**src/rtl/point_relay_fifo.sv**
```systemverilog
// point_relay_fifo: single-clock DEPTH-entry relay between a point_slave_io
// receive port and a point_master_io transmit port. Valid/ready on both
// sides, optional drop-on-full mode, occupancy and drop statistics.
// No combinational path from the input port to the output port; the head
// word is read from registered storage indexed by a registered pointer.
module point_relay_fifo #(
  parameter int unsigned WIDTH        = 8,
  parameter int unsigned DEPTH        = 4,
  parameter bit          DROP_ON_FULL = 1'b0,
  parameter int unsigned CNT_W        = 16
) (
  input  logic                       clock,
  input  logic                       reset,
  input  logic                       in_valid,
  output logic                       in_ready,
  input  logic [WIDTH-1:0]           in_data,
  output logic                       out_valid,
  input  logic                       out_ready,
  output logic [WIDTH-1:0]           out_data,
  output logic [$clog2(DEPTH+1)-1:0] level,
  output logic                       overflow,
  output logic [CNT_W-1:0]           drop_count,
  input  logic                       clear_stats
);

  localparam int unsigned PW = (DEPTH > 1) ? $clog2(DEPTH) : 1;
  localparam int unsigned LW = $clog2(DEPTH + 1);
  localparam logic [LW-1:0] FULL_LVL = LW'(DEPTH);
  localparam logic [PW-1:0] PTR_ONE  = PW'(1);
  localparam logic [LW-1:0] LVL_ONE  = LW'(1);
  localparam logic [CNT_W-1:0] CNT_MAX = {CNT_W{1'b1}};
  localparam logic [CNT_W-1:0] CNT_ONE = CNT_W'(1);

  // Storage and pointers. Pointers wrap naturally since DEPTH is a power of two.
  logic [WIDTH-1:0] mem_q [DEPTH];
  logic [PW-1:0]    wr_ptr_q, wr_ptr_d;
  logic [PW-1:0]    rd_ptr_q, rd_ptr_d;
  logic [LW-1:0]    level_q, level_d;
  logic             overflow_q, overflow_d;
  logic [CNT_W-1:0] drop_count_q, drop_count_d;

  logic full;
  logic empty;
  logic push;
  logic pop;
  logic drop;

  assign full  = (level_q == FULL_LVL);
  assign empty = (level_q == '0);
  assign pop   = !empty && out_ready;

  // Input-side handshake: backpressure in mode 0, always-accept-or-drop in mode 1.
  always_comb begin
    in_ready = 1'b1;
    push     = 1'b0;
    drop     = 1'b0;
    if (DROP_ON_FULL) begin
      in_ready = 1'b1;
      // A same-cycle pop frees the slot, so the word is taken rather than dropped.
      push     = in_valid && (!full || pop);
      drop     = in_valid && full && !pop;
    end else begin
      // No pass-through when full: a simultaneous pop does not open in_ready.
      in_ready = !full;
      push     = in_valid && !full;
      drop     = 1'b0;
    end
  end

  // Next-state for pointers, occupancy and statistics.
  always_comb begin
    wr_ptr_d     = wr_ptr_q;
    rd_ptr_d     = rd_ptr_q;
    level_d      = level_q;
    overflow_d   = overflow_q;
    drop_count_d = drop_count_q;

    if (push) wr_ptr_d = wr_ptr_q + PTR_ONE;
    if (pop)  rd_ptr_d = rd_ptr_q + PTR_ONE;

    unique case ({push, pop})
      2'b10:   level_d = level_q + LVL_ONE;
      2'b01:   level_d = level_q - LVL_ONE;
      default: level_d = level_q;
    endcase

    // Clear takes priority over a drop in the same cycle.
    if (clear_stats) begin
      overflow_d   = 1'b0;
      drop_count_d = '0;
    end else if (drop) begin
      overflow_d = 1'b1;
      if (drop_count_q != CNT_MAX) drop_count_d = drop_count_q + CNT_ONE;
    end
  end

  // Control state with asynchronous reset; a reset discards all stored words.
  always_ff @(posedge clock or posedge reset) begin
    if (reset) begin
      wr_ptr_q     <= '0;
      rd_ptr_q     <= '0;
      level_q      <= '0;
      overflow_q   <= 1'b0;
      drop_count_q <= '0;
    end else begin
      wr_ptr_q     <= wr_ptr_d;
      rd_ptr_q     <= rd_ptr_d;
      level_q      <= level_d;
      overflow_q   <= overflow_d;
      drop_count_q <= drop_count_d;
    end
  end

  // Data storage needs no reset: out_data is masked to zero while empty.
  always_ff @(posedge clock) begin
    if (push) mem_q[wr_ptr_q] <= in_data;
  end

  // Output port driven purely from registered state.
  always_comb begin
    out_valid = !empty;
    out_data  = empty ? '0 : mem_q[rd_ptr_q];
  end

  assign level      = level_q;
  assign overflow   = overflow_q;
  assign drop_count = drop_count_q;

endmodule

```
**config.mk**
```make
export PLATFORM = sky130hd
export DESIGN_NAME = point_relay_fifo
export DESIGN_NICKNAME = d
export VERILOG_FILES = /design/src/rtl/point_relay_fifo.sv
export SDC_FILE = /design/constraint.sdc
export NUM_CORES = 1
export LEC_CHECK = 0
export BUFFER_PORTS_ARGS = -buffer_cell sky130_fd_sc_hd__buf_2
export CORE_MARGIN = 2
export CORE_UTILIZATION = 56
export CTS_BUF_LIST = sky130_fd_sc_hd__clkbuf_4 sky130_fd_sc_hd__clkbuf_8 sky130_fd_sc_hd__clkbuf_16
export CTS_CLUSTER_DIAMETER = 100
export CTS_CLUSTER_SIZE = 25
export DETAILED_ROUTE_END_ITERATION = 10
export PLACE_DENSITY_LB_ADDON = 0.08
export SKIP_CTS_REPAIR_TIMING = 1
export SYNTH_ARGS = -nofsm -noshare
export SYNTH_HDL_FRONTEND = slang
export SYNTH_SLANG_ARGS = --single-unit
```
**constraint.sdc**
```tcl
create_clock -name clock -period 4 [get_ports clock]
set_input_delay 0 -clock clock [delete_from_list [all_inputs] [get_ports clock]]
set_output_delay 0 -clock clock [all_outputs]
set_load 0.02 [all_outputs]
```
## After elaboration in Yosys (flattened, before gate mapping)

Memory sizes are Yosys's and may differ from the RTL's.
Cells that the tools add are included.

| word-level totals | value |
|---|---|
| output and inout bits | 30 |
| word-level logic and storage cells | 21 |
| memories | 1 |
| register bits | 7 |
| RAM bits | 32 |

| operators by class | value |
|---|---|
| equal/unequal tests | 3 |
| add/subtract/negate cells | 4 |
| mux-type cells | 4 |
| reduce and logical (&&, ||, !) cells | 6 |

Memory list:

| memory | depth | width | read ports | clocked after Yosys merged registers in | wr ports | line | RTL |
|---|---|---|---|---|---|---|---|
| mem_q | 4 | 8 | 1 | 0 | 1 | 35 | `logic [WIDTH-1:0] mem_q [DEPTH];` |

Operator list:

| kind | count |
|---|---|
| 2-to-1 mux 8 bit | 1 |
| one-hot mux 3 bit (2 select lines) | 1 |
| adder 2 x 1 -> 2 bit (second input constant) | 2 |
| adder 3 x 1 -> 3 bit (second input constant) | 1 |
| == test 3 bit (second input constant) | 1 |
| zero test 3 bit | 1 |
| subtractor 3 x 1 -> 3 bit (second input constant) | 1 |
| == test 2 x 1 -> 1 bit (second input constant) | 1 |
| == test 2 bit (second input constant) | 1 |
| logical AND 1 bit | 2 |
| zero test 1 bit | 2 |
| 2-to-1 mux 1 bit | 2 |
| nonzero test 2 bit | 1 |

## Longest topological paths before layout

| logic depth | value |
|---|---|
| depth after elaboration | 5 |
| mapped depth | 9 |
| gate-level depth less buffers | 9 |

## Worst setup path before layout

Ideal clock, no wire load.

| timing | value |
|---|---|
| path kind | register to register |
| start point | reg level_q[0], in the netlist level[0] |
| end point | reg level_q[2], in the netlist level[2] |
| stages on the path, launching flop included | 10 |
| data arrival time | 2.147 ns |
| setup time | 0.080 ns |
| path slack | 1.773 ns |
| buffers on the path | 0 |
| period minus slack after synthesis | 2.227 ns |
| cells stage by stage | dfrtp_1 > or3b_4 > and2_4 > inv_1 > ha_1 > inv_1 > fa_1 > xor2_1 > nor2_1 > xor2_1 |

| on the way | value |
|---|---|
| cells in the longest elaborated chain, start to end | 5 |
| elaborated cells on any way between the ends | 12 |
| classes of those cells | 2 x add/sub; 3 x eq/ne; 1 x mux; 6 x reduce/logical |

RTL lines:

| item | line | RTL |
|---|---|---|
| start, declared | 38 | `logic [LW-1:0] level_q, level_d;` |
| start signal, assigned | 108 | `level_q <= level_d;` |
| == test 3 bit * | 48 | `assign full = (level_q == FULL_LVL);` |
| zero test 1 bit * | n/a |  |
| named net in_ready | 15 | `output logic in_ready,` |
| logical AND 1 bit * | 65 | `push = in_valid && !full;` |
| == test 2 x 1 -> 1 bit or == test 2 bit (tied branches) | 81 | `unique case ({push, pop})` |
| one-hot mux 3 bit (2 select lines) or nonzero test 2 bit (tied branches) | n/a |  |

Mark *: on every way through the listed nets, which the timed path passes. The rest lies on a longest branch.
A chain may end at the register's enable or synchronous reset.

## Worst setup path after layout

| timing | value |
|---|---|
| start point | reg level_q[0], in the netlist level[0] |
| end point | reg level_q[2], in the netlist level[2] |

| on the way | value |
|---|---|
| cells in the longest elaborated chain, start to end | 5 |
| elaborated cells on any way between the ends | 12 |
| classes of those cells | 2 x add/sub; 3 x eq/ne; 1 x mux; 6 x reduce/logical |

RTL lines:

| item | line |
|---|---|
| == test 3 bit or zero test 3 bit (tied branches) | 48, 49 |
| zero test 1 bit, on equally long branches | 65, 50 |
| logical AND 1 bit, on equally long branches | 65, 50 |
| == test 2 x 1 -> 1 bit or == test 2 bit (tied branches) | 81 |
| one-hot mux 3 bit (2 select lines) or nonzero test 2 bit (tied branches) | n/a |

Several ways; a longest one is shown, not always the timed one.

==> flow_summary.yaml <==
layout:
  drive_gt1_frac: 0.331
  final_net_count: 163
  finalNonFillerCells: 189
  diodes: 0
  area_delta_synth_final_pct: 14.2
drt:
  drt_iter0_drc: 24
  drt_drc_violations_left: 0
  wire_per_inst_um: 14.1
  drt-total-wl_um: 2670
  first_pass_iters: 5
  drt.antenna.violating_nets: 0
  vias: 894
  drt-vias-per-instance: 4.73
sta:
  fin_crit_sh: 0.560
  slew_headroom: 0.613
  min_period_ps: 2240
  finalHoldViolCount: 0
  clock_skew_ps: 6.72
  finalMaxSlewViolations: 0
  setup_tns_ps: 0
  setup_viol: 0
  layout_setup_ws_ps: 1760
  max_freq_ghz: 0.447
  rsz0062_at_grt: "no"
  worst_pin_slew_ps: 580
logic_synthesis:
  yosysTopAreaCell: "edfxtp_1"
  ys_types: 21
  synth.area.top_cells: "edfxtp_1 (54%), mux4_2 (10%), dfrtp_1 (9.9%)"
  syn_inst: 107
  yosys_warnings: 0
  synth.ff_latch_count: 39
  netlist.area_leader.share: 0.543
  avgSynthCellArea_um2: 16.5
  ys_seq_area_frac: 0.642
  netlist_area_um2: 1770
grt:
  grt_pass1_wl_um: 4030
  grt_max_degree: 12
  grt-ovfl-total: 0
  grtUsageTotal: 0.171
  antenna_found_initial: 0
  grt_pass1_vias: 823
floorplanning:
  fp.coreArea_um2: 3030
  die_w_um: 60.2
  die_height_um: 60.2
  dieArea_um2: 3630
  pin_count: 43
  start_util: 0.585
  rows: 20
status:
  status: "finished, final reports clean"
clock_network:
  clk_latency_ps: 340
  clkTransAtPathRegs_ps: 100
  cts_root_buffer: "clkbuf_4"
  cts_max_path_buffers: 2
  htreeDepth: 2
  cts_tree: "yes"
  clkSinkCount: 39
  cts_buffers: 5
place:
  routabilityCongestion: 0.663
  dp.cells: 171
  portBuffers: 24
  hpwl_um: 1710
  pre_cts_ws_ps: 1780
worst_setup_path:
  path_class: "reg -> reg"
  end_kind: "flop"
  crit_required_ps: 4260
  start_kind: "flop"
  regToRegSetupSlack_ps: 1760
  crit_path_max_fanout: 6
  cp.arrival_ps: 2500
pwr:
  power_density_nw_per_um2: 698
  leakage_nw: 0.823
  ir_worst_vdd_mv: 0.401
flow_run:
  maxCapViolCount: 0
hold_path:
  hold_class: "in -> reg"
[per-stage QoR]
step	total power (W)	instance area, um^2	utilization	hold slack [ps]
2_1_floorplan	0.00108	1830	-	-197
3_3_place_gp	0.00120	1860	0.616	-59.5
3_5_place_dp	0.00122	1860	0.616	-51.0
4_1_cts	0.00143	1920	0.635	-435
5_1_grt	0.00152	2020	0.668	42.0
6_report	0.00141	2020	0.668	29.5
[final timing paths]
kind,start,endpoint,cells after the start
worst max-delay path,level[0],level[2],9
worst min-delay path,in_valid,wr_ptr_q[0],3
worst max register to register,level[0],level[2],9
worst min register to register,level[2],level[2],1
max in group asynchronous,reset,level[1],3
min in group asynchronous,reset,wr_ptr_q[0],3
[power breakdown]
group / total [W] / internal [W] / switching (W)
Sequential: 0.000635 / 0.000550 / 0.0000855
Clock: 0.000199 / 0.0000821 / 0.000117
Combinational: 0.000576 / 0.000270 / 0.000306
[cell usage in the layout (no fill, tap or decap), drive strengths merged]
cell type,synthesis,layout
clkbuf,1,7
fa,1,1
conb,1,17
buf,19,24
xnor2,3,3
and3,4,4
nor2,1,1
dlygate4sd3,0,10
or3b,1,1
xor2,3,3
inv,7,7
mux2i,1,1
clkinv,0,1
nand3,1,1
or3,1,1
mux4,8,8
ha,5,5
and2,10,10
dfrtp,7,7
edfxtp,32,32
mux2,1,1
[per-layer routing]
layer  vias up  global-route usage  routed length, um
li1        420                   -                  -
met1       429               0.223               1210
met2        40               0.252               1220
met3         5              0.0649                184
met4         0              0.0857                 53
met5         -                   0                  0
[synth_stat cells]
| cell type | instances |
|---|---|
| conb_1 | 1 |
| xnor2_1 | 3 |
| mux4_2 | 8 |
| xor2_1 | 3 |
| dfrtp_1 | 7 |
| nand3_1 | 1 |
| or3_2 | 1 |
| ha_1 | 5 |
| edfxtp_1 | 32 |
| buf_2 | 2 |
| inv_1 | 7 |
| and2_4 | 1 |
| and3_2 | 4 |
| fa_1 | 1 |
| and2_1 | 9 |
| mux2_4 | 1 |
| nor2_1 | 1 |
| mux2i_1 | 1 |
| or3b_4 | 1 |
| buf_4 | 17 |
| clkbuf_1 | 1 |
[critical path, stage by stage (launching register included)]
cell and delay (ps):
dfrtp_1 430, or3b_4 440, and2_4 190, inv_1 60, ha_1 180, inv_1 60
fa_1 380, xor2_1 150, nor2_1 110, xor2_1 160
[layout make-up]
type	instances	area, um^2
fillers	215	1010
clock buffers	7	52.6
clock inverters	1	5.00
repair buffers	34	220
inverters	7	26.3
well taps	44	55.1
multi-input cells	57	527
flip-flops and latches	39	1140
[cells by family after synthesis]
group,share of synthesized area
flops,0.642
simple gates,0.0693
buf+inv,0.0947
fa+ha+maj,0.0466
mux,0.116
xor+xnor,0.0297
other cells,0.00212
[registers in the layout (all words and copies together), names as in the netlist]
name,flops
mem_q,32
level,3
rd_ptr_q,2
wr_ptr_q,2
No activity file was read; power rests on OpenSTA's default activity.
